`src/rtl/fpm_pkg.sv`:
```
// Shared types and constants for the flash period meter.
package fpm_pkg;

  // Default counter width and loss-of-flash timeout.
  localparam int CNT_W_DEF   = 16;
  localparam int TIMEOUT_DEF = 10000;

  // Duty-cycle result width and percentage scale.
  localparam int DUTY_W    = 7;
  localparam int PCT_SCALE = 100;

  typedef enum logic [1:0] {
    ST_IDLE = 2'd0,
    ST_MEAS = 2'd1,
    ST_LOST = 2'd2
  } fpm_state_e;

endpackage

```
`src/rtl/fpm_serial_div.sv`:
```
// Serial restoring divider: one quotient bit per clock, DVD_W cycles per
// divide. The quotient is published together with a one-cycle done strobe
// and holds until the next completion.
module fpm_serial_div #(
  parameter int DVD_W = 23,
  parameter int DVS_W = 16,
  parameter int Q_W   = 7
) (
  input  logic             clk,
  input  logic             rst_n,
  input  logic             start,
  input  logic [DVD_W-1:0] dividend,
  input  logic [DVS_W-1:0] divisor,
  output logic             busy,
  output logic             done,
  output logic [Q_W-1:0]   quotient
);

  localparam int CW = $clog2(DVD_W + 1);

  logic [CW-1:0]    step_cnt;
  logic [DVD_W-1:0] dvd_p0;
  logic [DVS_W-1:0] dvs_p0;
  logic [DVS_W-1:0] rem_p0;
  logic [DVS_W:0]   rem_sh;
  logic [DVS_W:0]   diff;
  logic             qbit;

  // Trial subtraction of the divisor from the shifted partial remainder.
  always_comb begin
    rem_sh = {rem_p0, dvd_p0[DVD_W-1]};
    diff   = rem_sh - {1'b0, dvs_p0};
    qbit   = ~diff[DVS_W];
  end

  // Control: busy window, step counter, done strobe and published result.
  always_ff @(posedge clk) begin
    if (!rst_n) begin
      busy     <= 1'b0;
      done     <= 1'b0;
      step_cnt <= '0;
      quotient <= '0;
    end else begin
      done <= 1'b0;
      if (start && !busy) begin
        busy     <= 1'b1;
        step_cnt <= CW'(DVD_W);
      end else if (busy) begin
        step_cnt <= step_cnt - 1'b1;
        if (step_cnt == CW'(1)) begin
          busy     <= 1'b0;
          done     <= 1'b1;
          quotient <= Q_W'({dvd_p0[DVD_W-2:0], qbit});
        end
      end
    end
  end

  // Datapath: dividend register doubles as quotient shift register.
  always_ff @(posedge clk) begin
    if (start && !busy) begin
      dvd_p0 <= dividend;
      dvs_p0 <= divisor;
      rem_p0 <= '0;
    end else if (busy) begin
      rem_p0 <= qbit ? diff[DVS_W-1:0] : rem_sh[DVS_W-1:0];
      dvd_p0 <= {dvd_p0[DVD_W-2:0], qbit};
    end
  end

endmodule

```
`src/rtl/flash_period_meter.sv`:
```
// Flash period meter: measures period and high time of the divider flash
// output in clk cycles, strobes each complete period and flags loss of
// flashing. Optional duty-cycle divider enabled by defining FPM_DUTY_EN.
module flash_period_meter
  import fpm_pkg::*;
#(
  parameter int CNT_W   = CNT_W_DEF,
  parameter int TIMEOUT = TIMEOUT_DEF
) (
  input  logic              clk,
  input  logic              rst_n,
  input  logic              f_in,
  output logic [CNT_W-1:0]  period,
  output logic [CNT_W-1:0]  high_time,
  output logic              meas_valid,
  output logic              lost,
  output logic [DUTY_W-1:0] duty_pct,
  output logic              duty_valid
);

  localparam logic [CNT_W-1:0] TO_LAST = CNT_W'(TIMEOUT - 1);

  function automatic logic [CNT_W-1:0] sat_inc(input logic [CNT_W-1:0] v);
    return (v == '1) ? v : v + 1'b1;
  endfunction

  logic       f_p0, f_p1, f_p2;
  logic       rise;
  logic [CNT_W-1:0] per_cnt;
  logic [CNT_W-1:0] hi_cnt;
  fpm_state_e state_q, state_d;
  logic       capture;
  logic       lost_d;

  // Two-flop synchronizer for the asynchronous flash input plus an edge-detect delay flop.
  always_ff @(posedge clk) begin
    if (!rst_n) begin
      f_p0 <= 1'b0;
      f_p1 <= 1'b0;
      f_p2 <= 1'b0;
    end else begin
      f_p0 <= f_in;
      f_p1 <= f_p0;
      f_p2 <= f_p1;
    end
  end

  // ---- stage boundary: synchronized level f_p1, previous level f_p2 ----
  assign rise = f_p1 & ~f_p2;

  // Period and high-time counters, restarted by each rising edge.
  always_ff @(posedge clk) begin
    if (!rst_n) begin
      per_cnt <= '0;
      hi_cnt  <= '0;
    end else if (rise) begin
      per_cnt <= '0;
      hi_cnt  <= CNT_W'(1);
    end else begin
      per_cnt <= sat_inc(per_cnt);
      if (f_p1) hi_cnt <= sat_inc(hi_cnt);
    end
  end

  // FSM state register.
  always_ff @(posedge clk) begin
    if (!rst_n) state_q <= ST_IDLE;
    else        state_q <= state_d;
  end

  // Next state; a rise on the timeout cycle takes priority over the timeout.
  always_comb begin
    state_d = state_q;
    capture = 1'b0;
    lost_d  = lost;
    unique case (state_q)
      ST_IDLE: if (rise) state_d = ST_MEAS;
      ST_MEAS: begin
        if (rise) begin
          capture = 1'b1;
        end else if (per_cnt == TO_LAST) begin
          state_d = ST_LOST;
          lost_d  = 1'b1;
        end
      end
      ST_LOST: begin
        if (rise) begin
          state_d = ST_MEAS;
          lost_d  = 1'b0;
        end
      end
      default: state_d = ST_IDLE;
    endcase
  end

  // ---- stage boundary: registered measurement outputs ----
  // Capture results on each complete period; hold them otherwise.
  always_ff @(posedge clk) begin
    if (!rst_n) begin
      period     <= '0;
      high_time  <= '0;
      meas_valid <= 1'b0;
      lost       <= 1'b0;
    end else begin
      meas_valid <= capture;
      lost       <= lost_d;
      if (capture) begin
        period    <= sat_inc(per_cnt);
        high_time <= hi_cnt;
      end
    end
  end

`ifdef FPM_DUTY_EN
  localparam int DIV_W = CNT_W + DUTY_W;

  logic             div_busy;
  logic             div_done;
  logic [DUTY_W-1:0] div_q;
  logic [DIV_W-1:0] dividend;

  // Strobes arriving while a divide is in flight are dropped.
  assign dividend = DIV_W'(high_time) * DIV_W'(PCT_SCALE);

  fpm_serial_div #(
    .DVD_W (DIV_W),
    .DVS_W (CNT_W),
    .Q_W   (DUTY_W)
  ) u_div (
    .clk      (clk),
    .rst_n    (rst_n),
    .start    (meas_valid & ~div_busy),
    .dividend (dividend),
    .divisor  (period),
    .busy     (div_busy),
    .done     (div_done),
    .quotient (div_q)
  );

  assign duty_pct   = div_q;
  assign duty_valid = div_done;
`else
  assign duty_pct   = '0;
  assign duty_valid = 1'b0;
`endif

endmodule

```
`config.mk`:
```
export PLATFORM = sky130hd
export DESIGN_NAME = flash_period_meter
export DESIGN_NICKNAME = d
export VERILOG_FILES = /design/src/rtl/fpm_pkg.sv /design/src/rtl/fpm_serial_div.sv /design/src/rtl/flash_period_meter.sv
export SDC_FILE = /design/constraint.sdc
export NUM_CORES = 1
export LEC_CHECK = 0
export CAP_MARGIN = 20
export CORE_MARGIN = 5
export CORE_UTILIZATION = 35
export CTS_BUF_LIST = sky130_fd_sc_hd__clkbuf_8
export DETAILED_ROUTE_END_ITERATION = 8
export GPL_ROUTABILITY_DRIVEN = 0
export PLACE_DENSITY = 0.56
export SYNTH_ARGS = -nofsm -noshare
export SYNTH_HDL_FRONTEND = slang
export SYNTH_SLANG_ARGS = --single-unit
```
`constraint.sdc`:
```
create_clock -name clk -period 2.08 [get_ports clk]
set_input_delay 0.312 -clock clk [delete_from_list [all_inputs] [get_ports clk]]
set_output_delay 0.312 -clock clk [all_outputs]
set_load 0.005 [all_outputs]
```
; ---- Yosys cells after proc, flatten, opt, wreduce, memory -nomap -nowiden
; Index checks and enable logic that the tools add are counted.
[word_totals]
regBits = 71
output_inout_bits = 42
[op_classes]
eq_ne = 10
n_addsub = 2
reduce_logical = 9
n_bitwise = 4
muxes = 14
[op_table]
columns = op, count
row1 = adder 16 x 1 -> 16 bit (second input constant), 2
row2 = == test 16 bit (second input constant), 2
row3 = == test 16 x 14 -> 1 bit (second input constant), 1
row4 = two-way mux 16 bit, 1
row5 = two-way mux 1 bit, 8
row6 = != test 2 bit (second input constant), 4
row7 = two-way mux 2 bit, 3
row8 = one-hot mux 2 bit (2 select lines), 1
row9 = AND reduction 2 bit, 2
row10 = AND reduction 4 bit, 1
row11 = nonzero test 2 bit, 2
row12 = OR reduction 2 bit, 2
row13 = NOT 1 bit, 3
row14 = AND reduction 3 bit, 1
row15 = == test 2 x 1 -> 1 bit (second input constant), 1
row16 = == test 2 bit (second input constant), 1
row17 = zero test 2 bit, 1
row18 = != test 2 x 1 -> 1 bit (second input constant), 1
row19 = one-hot mux 1 bit (2 select lines), 1
row20 = AND 1 bit, 1

; ---- Depth between registers and ports, before layout
; Gate-level depths: netlist (run 1).
[logic_depth]
depth_word = 4
ltp_mapped = 7

; ---- Worst setup path after synthesis (run 1)
; OpenSTA, ideal clock, no wires.
[synth_timing]
path_type = register to register
from = register per_cnt[0]
to = register period[1]
arrival_time_ps = 1663
setup_slack_ps = 284
setup_time_ps = 132
synth_period_minus_slack_ps = 1796
path_stages_with_launch = 7
n_path_buf = 1
required_ps = 1948
path_cell_list = dfxtp_1 > ha_1 > nand3_1 > or4_1 > buf_2 > mux2i_1 > a21oi_1
[synth_between]
elab_chain_len = 2
[synth_rtl]
columns = element, line
row1 = "start, declared", flash_period_meter.sv:29  ; logic [CNT_W-1:0] per_cnt;
row2 = "start signal, assigned", flash_period_meter.sv:60  ; per_cnt <= sat_inc(per_cnt);
row3 = adder 16 x 1 -> 16 bit or == test 16 bit (tied branches), flash_period_meter.sv:24  ; return (v == '1) ? v : v + 1'b1;
row4 = two-way mux 16 bit *, flash_period_meter.sv:24
row5 = "end signal, assigned", flash_period_meter.sv:108  ; period <= sat_inc(per_cnt);
row6 = "end, declared", flash_period_meter.sv:13  ; output logic [CNT_W-1:0] period,
; Every way passes the cells marked *; elsewhere a longest branch is shown, timed or not.
; A chain may end at the register's enable or synchronous reset.

; ---- Final worst setup path (run 1)
[layout_timing]
from = register per_cnt[0]
to = register period[10]
; Same word-level chain as after synthesis.

==> run_results.csv, run 1 <==
group,metric,value,unit
outcome,outcome,"complete, no violations",
setup_path,worstRegToRegCells,5,
setup_path,crit_start,"per_cnt[0]",
setup_path,cp-end-kind,"register",
clock_tree,cts_tree,"done",
sta,finalSetupViolations,0,
synth,synth_ff_type,"dfxtp_1",
pwr,power_leakage,1.26,nW
final_layout,syn_to_final_growth,23.6,%
final_layout,seq_area,0.00142,sq mm
clock_tree,numCtsBuffers,9,
setup_path,path_depth,5,
setup_path,path_class,"register to register",
grt,grt_usage,15.0,%
grt,grt_start_max_net_pins,29,
grt,grt_overflow,0,
synth,synth.area.top_cells,"dfxtp_1 46%, a21oi_1 6.7%, nand2_1 5.9%",
sta,timing.final.crit_period,1.92,ns
final_layout,diodes,0,
detailed_routing,routed_wl,7440,um
setup_path,start_kind,"register",
placed_design,port_buffers,36,
die,fp.dieH,103,um
clock_tree,htree_levels,3,
synth,synth_cell_types,46,
die,pin_count,45,
final_layout,nets,412,
pwr,peakVddDrop,0.000315,V
grt,grt_pass1_wl,12400,um
synth,synth_commonest_cells,"71 x dfxtp_1, 48 x nand2_1, 41 x a21oi_1",
placed_design,hpwl,5350,um
detailed_routing,drt_first_iter_violations,82,
setup_path,crit_path_max_incr_delay,0.63,ns
detailed_routing,drtAntennaViolNets,0,
detailed_routing,drc,0,
setup_path,path_max_fanout,7,
final_layout,multi_input_area,0.00149,sq mm
setup_path,path_cells,"ha_1 -> nand3_1 -> or4_1 -> nor4_1 -> a311oi_1",
setup_path,cp_data_arrival_time,2.13,ns
synth,synth_most_common_cell,"dfxtp_1",
clock_tree,clock_sinks,71,
pwr,swShare,21.3,%
synth,yosys.area.top_type,"dfxtp_1",
synth,synth_top_cell_area_share,46.5,%
placed_design,dp_cells,504,
synth,async_reset_ff_share,0,%
die,row_count,34,
setup_path,r2r-start,"per_cnt[0]",
sta,rsz0062_at_grt,"false",
final_layout,n_fill_cell,886,
synth,synthCells,361,
final_layout,drive_gt1_share,10.5,%
clock_tree,clkTransAtPathRegs,0.07,ns
clock_tree,post_cts_buffers,0,
sta,finalHoldViolations,0,
sta,finClkSkew,0.00444,ns
pwr,power_frac_clock,40.8,%
synth,ys_seq_elements,71,
setup_path,cp_slowest_cell,"or4_1",
grt,grt_pass1_vias,2711,
setup_path,cp_num_buf_inv,0,
sta,fmax,521,MHz
min_path,hp-class,"register to register",
clock_tree,clk_path_buf_depth,2,
clock_tree,clockRootBuffer,"clkbuf_8",
synth,yosysWarnings,0,
pwr,internal-power,1.95,mW
die,design.core.area,0.00864,sq mm
clock_tree,clk_latency,0.34,ns
synth,netlist_area,0.00306,sq mm
run,drv_cap,0,
sta,maxSlewHeadroom,64.9,%
pwr,switchingPower,0.527,mW
pwr,pwr-share-seq,55.8,%
sta,setup-tns-final,0,ns
setup_path,crit_family,"simple AND/OR/NAND/NOR gates",
setup_path,r2r-end,"period[10]",
detailed_routing,wl_per_cell,14.4,um
setup_path,reg2reg_slack,0.16,ns
final_layout,fin_cells,518,
die,start_util,35.4,%
sta,worstMarginPinSlew,0.519,ns
sta,finalCritPeriodShare,92.3,%
detailed_routing,drt_first_pass_iters,4,
synth,yosysSeqAreaShare,46.5,%
die,die_area,0.0107,sq mm
detailed_routing,vias,2780,
synth,synth_edf_count,0,
pwr,p_per_area,655,mW/mm^2
detailed_routing,via_per_inst,5.37,
sta,slew_viol_final,0,
setup_path,worstPathRequired,2.29,ns
pwr,power.combinational.fraction,3.4,%
setup_path,endpoint,"period[10]",
synth,avgSynthCellArea,8.47,sq um
die,die_w,103,um
grt,antenna_found_initial,0,
## layer usage
metal  track usage, %  share of wire (%)  up-vias
met5                0                  0        -
met4             6.87                2.1        0
met3             4.02                3.5       13
met2             26.0                 51       59
met1             17.1                 43     1311
li1                 -                  -     1397
## registers in the layout, summed over array words and instances, names as in the netlist
register / flops
f_p0: 1
state_q: 2
per_cnt: 16
lost: 1
meas_valid: 1
f_p2: 1
high_time: 16
period: 16
f_p1: 1
hi_cnt: 16
## cell type report
class | count | share of cell area (%)
flip-flops and latches | 71 | 37.6
well taps | 108 | 3.57
inverters | 11 | 1.09
clock buffers | 13 | 4.73
repair buffers | 56 | 13.5
clock inverters | 1 | 0.0992
multi-input cells | 258 | 39.4
## logic make-up (layout without fill, tap and decap cells)
family | after synthesis | after routing | synth area share (%)
other | 1 | 8 | 0.123
XOR/XNOR | 7 | 7 | 2.00
buffers and inverters | 39 | 81 | 5.93
AND/OR/NAND/NOR | 141 | 141 | 24.9
flip-flops | 71 | 71 | 46.5
AO/OA/AOI/OAI | 98 | 98 | 19.1
adder cells (fa/ha/maj) | 2 | 2 | 0.818
multiplexers | 2 | 2 | 0.695
## how the worst min path moves through the flow
| stage | start | end | slack [ns] | cells after the start |
|---|---|---|---|---|
| after global routing | f_p0 | f_p1 | 0.46 | 1 |
| after CTS | f_p0 | f_p1 | 0.44 | 1 |
| after global placement | f_p0 | f_p1 | 0.42 | 1 |
| after floorplan | f_p0 | f_p1 | 0.41 | 1 |
| final | f_p0 | f_p1 | 0.43 | 1 |
| after detailed placement | f_p0 | f_p1 | 0.43 | 1 |
## cell usage in the layout (no fill, tap or decap), types with 4 or more instances in the layout
master | Yosys | routed
buf_4 | 8 | 20
o21ai_0 | 22 | 22
nor4_1 | 4 | 4
conb_1 | 1 | 8
dfxtp_1 | 71 | 71
o31ai_1 | 10 | 10
a31oi_1 | 10 | 10
nor3_1 | 11 | 10
nand2_1 | 48 | 48
a21oi_1 | 41 | 41
and3_1 | 6 | 6
clkbuf_8 | 0 | 13
nor2_1 | 13 | 13
or4_1 | 10 | 9
nand3_1 | 14 | 14
clkdlybuf4s50_1 | 0 | 36
or3_1 | 8 | 8
inv_1 | 11 | 12
xnor2_1 | 5 | 5
nand4_1 | 10 | 10
## power by group through the flow
stage	registers, mW	clock network, mW	logic, mW
2_1_floorplan	1.41	0	0.0617
3_3_place_gp	1.41	0	0.0852
3_5_place_dp	1.41	0	0.0860
4_1_cts	1.38	1.06	0.0862
5_1_grt	1.38	1.12	0.0951
6_report	1.38	1.01	0.0844
## what timing repair did
action / in CTS / in global routing
hold buffers: 0 / 0
setup endpoints to repair: 0 / 1
gates resized for setup: 0 / 1
## worst reg2reg max path: stages, from the launching register on
cell	delay, ns
dfxtp_1	0.38
ha_1	0.26
nand3_1	0.24
or4_1	0.63
nor4_1	0.21
a311oi_1	0.08
## through the flow
step	hold WS (ns)	power [mW]	setup slack, ns	area, sq um	util (%)
6_report	0.434	2.48	0.161	3780	43.8
5_1_grt	0.456	2.60	0.0360	3780	43.8
4_1_cts	0.444	2.53	0.106	3780	43.8
3_5_place_dp	0.430	1.50	0.126	3600	41.6
3_3_place_gp	0.420	1.50	0.178	3600	41.6
2_1_floorplan	0.412	1.47	0.284	3090	-
Note: power is estimated with default switching activity, not from simulation.
==> inputs of run 2 (changes only) <==
CTS_CLUSTER_SIZE = 12   (was unset)
==> results of run 2 <==
No change in the layout: final DEF, timing and power equal those of run 1.
==> variant 1: new RTL, settings of run 2 <==
Add a define of `FPM_DUTY_EN`.
--- a/src/rtl/flash_period_meter.sv
+++ b/src/rtl/flash_period_meter.sv
@@ -1,6 +1,8 @@
 // Flash period meter: measures period and high time of the divider flash
 // output in clk cycles, strobes each complete period and flags loss of
 // flashing. Optional duty-cycle divider enabled by defining FPM_DUTY_EN.
+`define FPM_DUTY_EN
+
 module flash_period_meter
   import fpm_pkg::*;
 #(
Behaviour: no difference found for any inputs over 10 cycles, from zero or initial values and one cycle with rst_n low; that may be too few to reach the edited logic, so the function may still have changed.
==> variant 1 against run 2 <==
The flow now finishes with violations (negative setup slack). Total power is 120% higher. Routed wire length grew to 2.9 times the old value. Area after synthesis rose to 2.7 times the old value. Core utilization increased by 5.5 points. Cell area increased to 3.1 times the old value. Setup slack worse by 1.1 ns. Sequential share of layout area down 9.9 points. Sequential cell count rose by 69. Non-clock buffer count up 156. Critical path type unchanged. Highest routed layer unchanged.
==> variant 1: results (changes against run 2) <==
Status:
- The run finished, with violations left.
- The checks that failed: negative setup slack.

Synthesis:
- The post-synthesis compound-gate area fraction is 0.174 (-0.0170).
- Yosys attributes the largest share of cell area to sky130_fd_sc_hd__dfxtp_1, sky130_fd_sc_hd__edfxtp_1, sky130_fd_sc_hd__ha_1.
- The fraction of synthesized cell area in xor and xnor cells is 0.0473 (+0.0273).
- The fraction of the mapped netlist area in adder cells was 0.138 (+0.130).
- The number of unique standard cell types used by synthesis is 75 (+63%).
- The sequential-to-total area share from yosys stat is 0.381 (-0.0838).
- The number of enable-type register cells in the synthesized netlist is 37 (+37).

Timing:
- The final setup violation count is 33 (+33).
- The setup slack of the critical path after layout is -0.978 ns (-1.14 ns).
- The maximum clock skew at final layout is 0.0100 ns (+0.00560 ns).

Pwr:
- The peak supply drop is 0.000354 V (+12%).
- The leakage power total is 4.78 nW (+280%).

Detailed routing:
- The total length of routed wires is 21.6 mm (+190%).
- The starting DRC count in detailed routing was 407 (+400%).
- The detail-routed via count per cell came to 5.00 (-6.7%).
- The number of iterations in the first detailed-routing pass is 5 (+1).

CTS:
- The number of H-tree levels is 4 (+1).

Placed design:
- The detailed placement HPWL is 15.8 mm (+200%).
- The number of instances in the placed design came to 1,395 (+180%).

Final layout:
- The number of filler instances in the final layout was 2,193 (+150%).

GRT:
- The fraction of met2 tracks used by global routing was 0.265 (+0.00517).
- The met3 global-route usage was 0.0319 (-0.00837).
- The met1 demand-to-capacity share in global routing is 0.221 (+0.0507).
- The first-pass GRT wire length is 35.2 mm (+180%).
- The pin count of the biggest net entering global routing is 36 (+24%).
- The all-layer global routing usage is 0.163 (+0.0128).
- The number of global-route vias before repair is 6,981 (+160%).

Hold path:
- The worst min-delay path category is in -> reg.
- The launch instance of the worst min-delay path is rst_n.

Setup path:
- The largest incremental delay on the critical path is 0.50 ns (-0.13 ns).
- The cell with the largest stage delay on the worst path is sky130_fd_sc_hd__fa_1.
- The largest driver fanout on the critical path is 4 (-3).
- The family of cells with the greatest summed delay on the critical path is adder cells.
## variant 1: cell types whose count changed in the layout (fill, tap and decap cells not counted), moves of 19 or more
cell,run 2,this run
sky130_fd_sc_hd__buf_4,20,137
sky130_fd_sc_hd__inv_1,12,69
sky130_fd_sc_hd__nand2_1,48,101
sky130_fd_sc_hd__ha_1,2,47
sky130_fd_sc_hd__nor2_1,13,52
sky130_fd_sc_hd__edfxtp_1,0,37
sky130_fd_sc_hd__buf_6,0,27
sky130_fd_sc_hd__ha_4,0,24
sky130_fd_sc_hd__and2_1,3,23
sky130_fd_sc_hd__dfxtp_1,71,90
sky130_fd_sc_hd__xor2_1,2,21
## variant 1: area by class of cell
cell class	instances	area share
Multi-Input combinational cell	674	0.471
Sequential cell	140	0.277
Timing Repair Buffer	212	0.160
Tap cell	319	0.0345
Inverter	80	0.0259
Clock buffer	19	0.0226
Clock inverter	13	0.00940
## variant 1: per-layer routing
layer | vias to the layer above | part of all wire
met5 | - | 0
met4 | 0 | 0.013
met3 | 21 | 0.034
met2 | 114 | 0.48
met1 | 3459 | 0.48
li1 | 3698 | -
## variant 1: timing repair
item	CTS	global route
gates resized for setup	76	43
endpoints found under the setup margin	33	35
buffers inserted	19	14
cloned	1	0
pin swaps	57	40
## variant 1: cells by family (layout without fill, tap and decap cells)
family,count (synthesis),in the layout
AO/OA/AOI/OAI,212,212
XOR/XNOR,45,45
adder cells (fa/ha/maj),85,85
buffers and inverters,116,324
flip-flops,140,140
multiplexers,16,16
AND/OR/NAND/NOR,315,316
## variant 1: metrics by stage
stage               setup slack [ns]  power, W  instance area [um^2]  utilization  hold WS, ns
floorplan                     -0.978   0.00320                  8670            -        0.412
global placement               -1.01   0.00341                 10400        0.444        0.418
detailed placement             -1.05   0.00342                 10400        0.444        0.421
CTS                           -0.953   0.00557                 11300        0.482        0.258
global route                   -1.08   0.00579                 11600        0.493        0.286
finish                        -0.978   0.00554                 11600        0.493        0.282
## variant 1: path summary, 6_finish.rpt
| path | cells past startpoint | slack [ns] | to |
|---|---|---|---|
| worst max-delay path | 12 | -0.98 | u_div.dvd_p0[18] |
| worst min-delay path | 3 | 0.28 | hi_cnt[0] |
| worst max register to register | 12 | -0.98 | u_div.dvd_p0[18] |
| worst min register to register | 1 | 0.44 | f_p1 |
## variant 1: worst min-delay path: stages
cell                      delay [ns]
sky130_fd_sc_hd__buf_2          0.22
sky130_fd_sc_hd__o21ai_0        0.12
sky130_fd_sc_hd__nor2_1         0.04
## variant 1: report_power, final
part / switching, W / internal (W)
registers: 0.0000515 / 0.00283
clock network: 0.00121 / 0.000923
logic: 0.000258 / 0.000266
==> variant 2: new RTL, config.mk and constraints of run 2 <==
Without the edit above. Re-encode `fpm_state_e` (3 states) as one-hot, 3 bits wide.
--- a/src/rtl/fpm_pkg.sv
+++ b/src/rtl/fpm_pkg.sv
@@ -9,10 +9,10 @@
   localparam int DUTY_W    = 7;
   localparam int PCT_SCALE = 100;
 
-  typedef enum logic [1:0] {
-    ST_IDLE = 2'd0,
-    ST_MEAS = 2'd1,
-    ST_LOST = 2'd2
+  typedef enum logic [2:0] {
+    ST_IDLE = 3'b001,
+    ST_MEAS = 3'b010,
+    ST_LOST = 3'b100
   } fpm_state_e;
 
 endpackage
Formal check against the unedited RTL: same outputs for any inputs over 10 cycles, from zero or initial values and one cycle with rst_n low; not proved beyond that.
==> variant 2 against run 2 <==
Area after synthesis is 1.8% higher. Routed wire length shrank 4.9%. Setup slack got worse by 0.0040 ns. Cell area increased by 1.2%. Maximum frequency down 0.21%. Sequential cell count rose by 1. Core utilization increased by 0.30 points. Total power fell by 1.7%. Clock skew is 0.0063 ns higher. Critical path depth up 1. Combinational power decreased by 20%. Critical path type unchanged. Highest routed layer unchanged.
==> variant 2: results (changes against run 2) <==
Status:
- The run finished with clean final reports.

Synthesis:
- Counting instances in the post-synthesis netlist gives the leading cell types as sky130_fd_sc_hd__dfxtp_1, sky130_fd_sc_hd__nand2_1, sky130_fd_sc_hd__nor2_1.
- The number of unique standard cell types used by synthesis was 43 (-6.5%).
- The fraction of synthesized cell area in xor and xnor cells is 0.0365 (+0.0165).
- The fraction of the mapped netlist area in adder cells came to 0.00803 (-0.000148).
- The sequential-to-total area share from yosys stat came to 0.463 (-0.00197).
- The most used flip-flop cell after synthesis is sky130_fd_sc_hd__dfxtp_1.
- Yosys attributes the largest share of cell area to sky130_fd_sc_hd__dfxtp_1, sky130_fd_sc_hd__nand2_1, sky130_fd_sc_hd__nor2_1.
- The post-synthesis compound-gate area fraction is 0.147 (-0.0432).
- The mux cell area share after synthesis is 0.0321 (+0.0252).

Final layout:
- The net count of the finished layout is 421 (+2.2%).
- The fraction of layout cells with a size suffix above 1 came to 0.0929 (-0.0120).
- The antenna diode count is 0 (unchanged).

Placed design:
- The detailed placement HPWL is 5.03 mm (-6.1%).
- The worst slack after detailed placement is 0.207 ns (+0.0811 ns).

GRT:
- The pin count of the biggest net entering global routing is 21 (-28%).
- The number of global-route vias before repair is 2,469 (-8.9%).
- The all-layer global routing usage is 0.130 (-0.0197).
- The first-pass GRT wire length was 11.9 mm (-4.7%).

Detailed routing:
- The number of iterations in the first detailed-routing pass is 5 (+1).
- The starting DRC count in detailed routing is 130 (+59%).
- The total number of vias is 2,641 (-5.0%).
- The total length of routed wires is 7.08 mm (-4.9%).

Pwr:
- The leakage power total was 1.31 nW (+3.6%).
- The peak supply drop is 0.000303 V (-3.6%).
- The switching part of the total power is 0.221 (+0.00836).

Setup path:
- The data arrival time of the critical path came to 2.20 ns (+0.07 ns).
- The largest driver fanout on the critical path is 10 (+3).
- On the critical path, the stage with the largest delay is an instance of sky130_fd_sc_hd__dfxtp_1.
- The largest incremental delay on the critical path came to 0.40 ns (-0.23 ns).

CTS:
- The setup fix buffers added after clock tree synthesis was 0 (unchanged).
- The worst-skew pair later-pin latency is 0.34 ns (about the same).
- The number of CTS-inserted buffers is 9 (unchanged).

Timing:
- The worst slew margin relative to its limit is 0.655 (+0.00572).
- The maximum clock skew at final layout is 0.0108 ns (+0.00632 ns).
==> variant 2: cell types whose count changed in the layout (fill, tap and decap cells not counted), sizes merged, moves of 9 or more <==
cell / delta
nor2: +26
or4: -12
mux2i: +9
o31ai: -9
a21oi: -32
a21boi: +18
xor2: +9
==> variant 2: path summary, 6_finish.rpt <==
check              from         to  slack [ns]  depth (start not counted)
min reg2reg        f_p0       f_p1        0.46                          1
min                f_p0       f_p1        0.46                          1
max          per_cnt[0]  period[4]        0.16                          6
max reg2reg  per_cnt[0]  period[4]        0.16                          6
==> variant 2: power by group through the flow <==
stage	sequential, W	combinational (W)	clock (W)
2_1_floorplan	0.00143	0.0000564	0
3_3_place_gp	0.00143	0.0000680	0
3_5_place_dp	0.00143	0.0000681	0
4_1_cts	0.00140	0.0000681	0.00102
5_1_grt	0.00140	0.0000765	0.00107
6_report	0.00140	0.0000673	0.000970
==> variant 2: logic make-up (layout without fill, tap and decap cells) <==
kind of cell             after synthesis  count (layout)
AND/OR/NAND/NOR                      170             170
AO/OA/AOI/OAI                         72              72
flip-flops                            72              72
buffers and inverters                 29              73
XOR/XNOR                              13              13
multiplexers                          10              10
adder cells (fa/ha/maj)                2               2
other                                  1               8
==> variant 2: through the flow <==
stage | hold WS, ns | cells | instance area (um^2) | utilization
CTS | 0.461 | 528 | 3820 | 0.440
global route | 0.473 | 528 | 3830 | 0.441
global placement | 0.434 | 513 | 3640 | 0.420
floorplan | 0.412 | 376 | 3140 | -
detailed placement | 0.451 | 513 | 3640 | 0.420
finish | 0.456 | 528 | 3830 | 0.441
==> variant 2: metal layers <==
layer	vias up	global-route usage	routed length, um
li1	1368	-	-
met1	1200	0.188	3610
met4	0	0.0527	87
met5	-	0	0
met3	5	0.0310	459
met2	68	0.184	2920
==> variant 2: layout make-up <==
cell class                      instances  area [um^2]
Inverter                                4         15.0
Fill cell                             890         4850
Tap cell                              108          135
Timing Repair Buffer                   54          495
Clock buffer                           11          151
Sequential cell                        72         1440
Multi-Input combinational cell        275         1570
Clock inverter                          4         21.3
==> variant 2: worst register-to-register path: cells and delay by family, from the launching register on <==
kind	cells	cell delay (ns)
AND/OR/NAND/NOR	3	0.76
AO/OA/AOI/OAI	2	0.47
adder cells (fa/ha/maj)	1	0.24
flip-flops	1	0.40
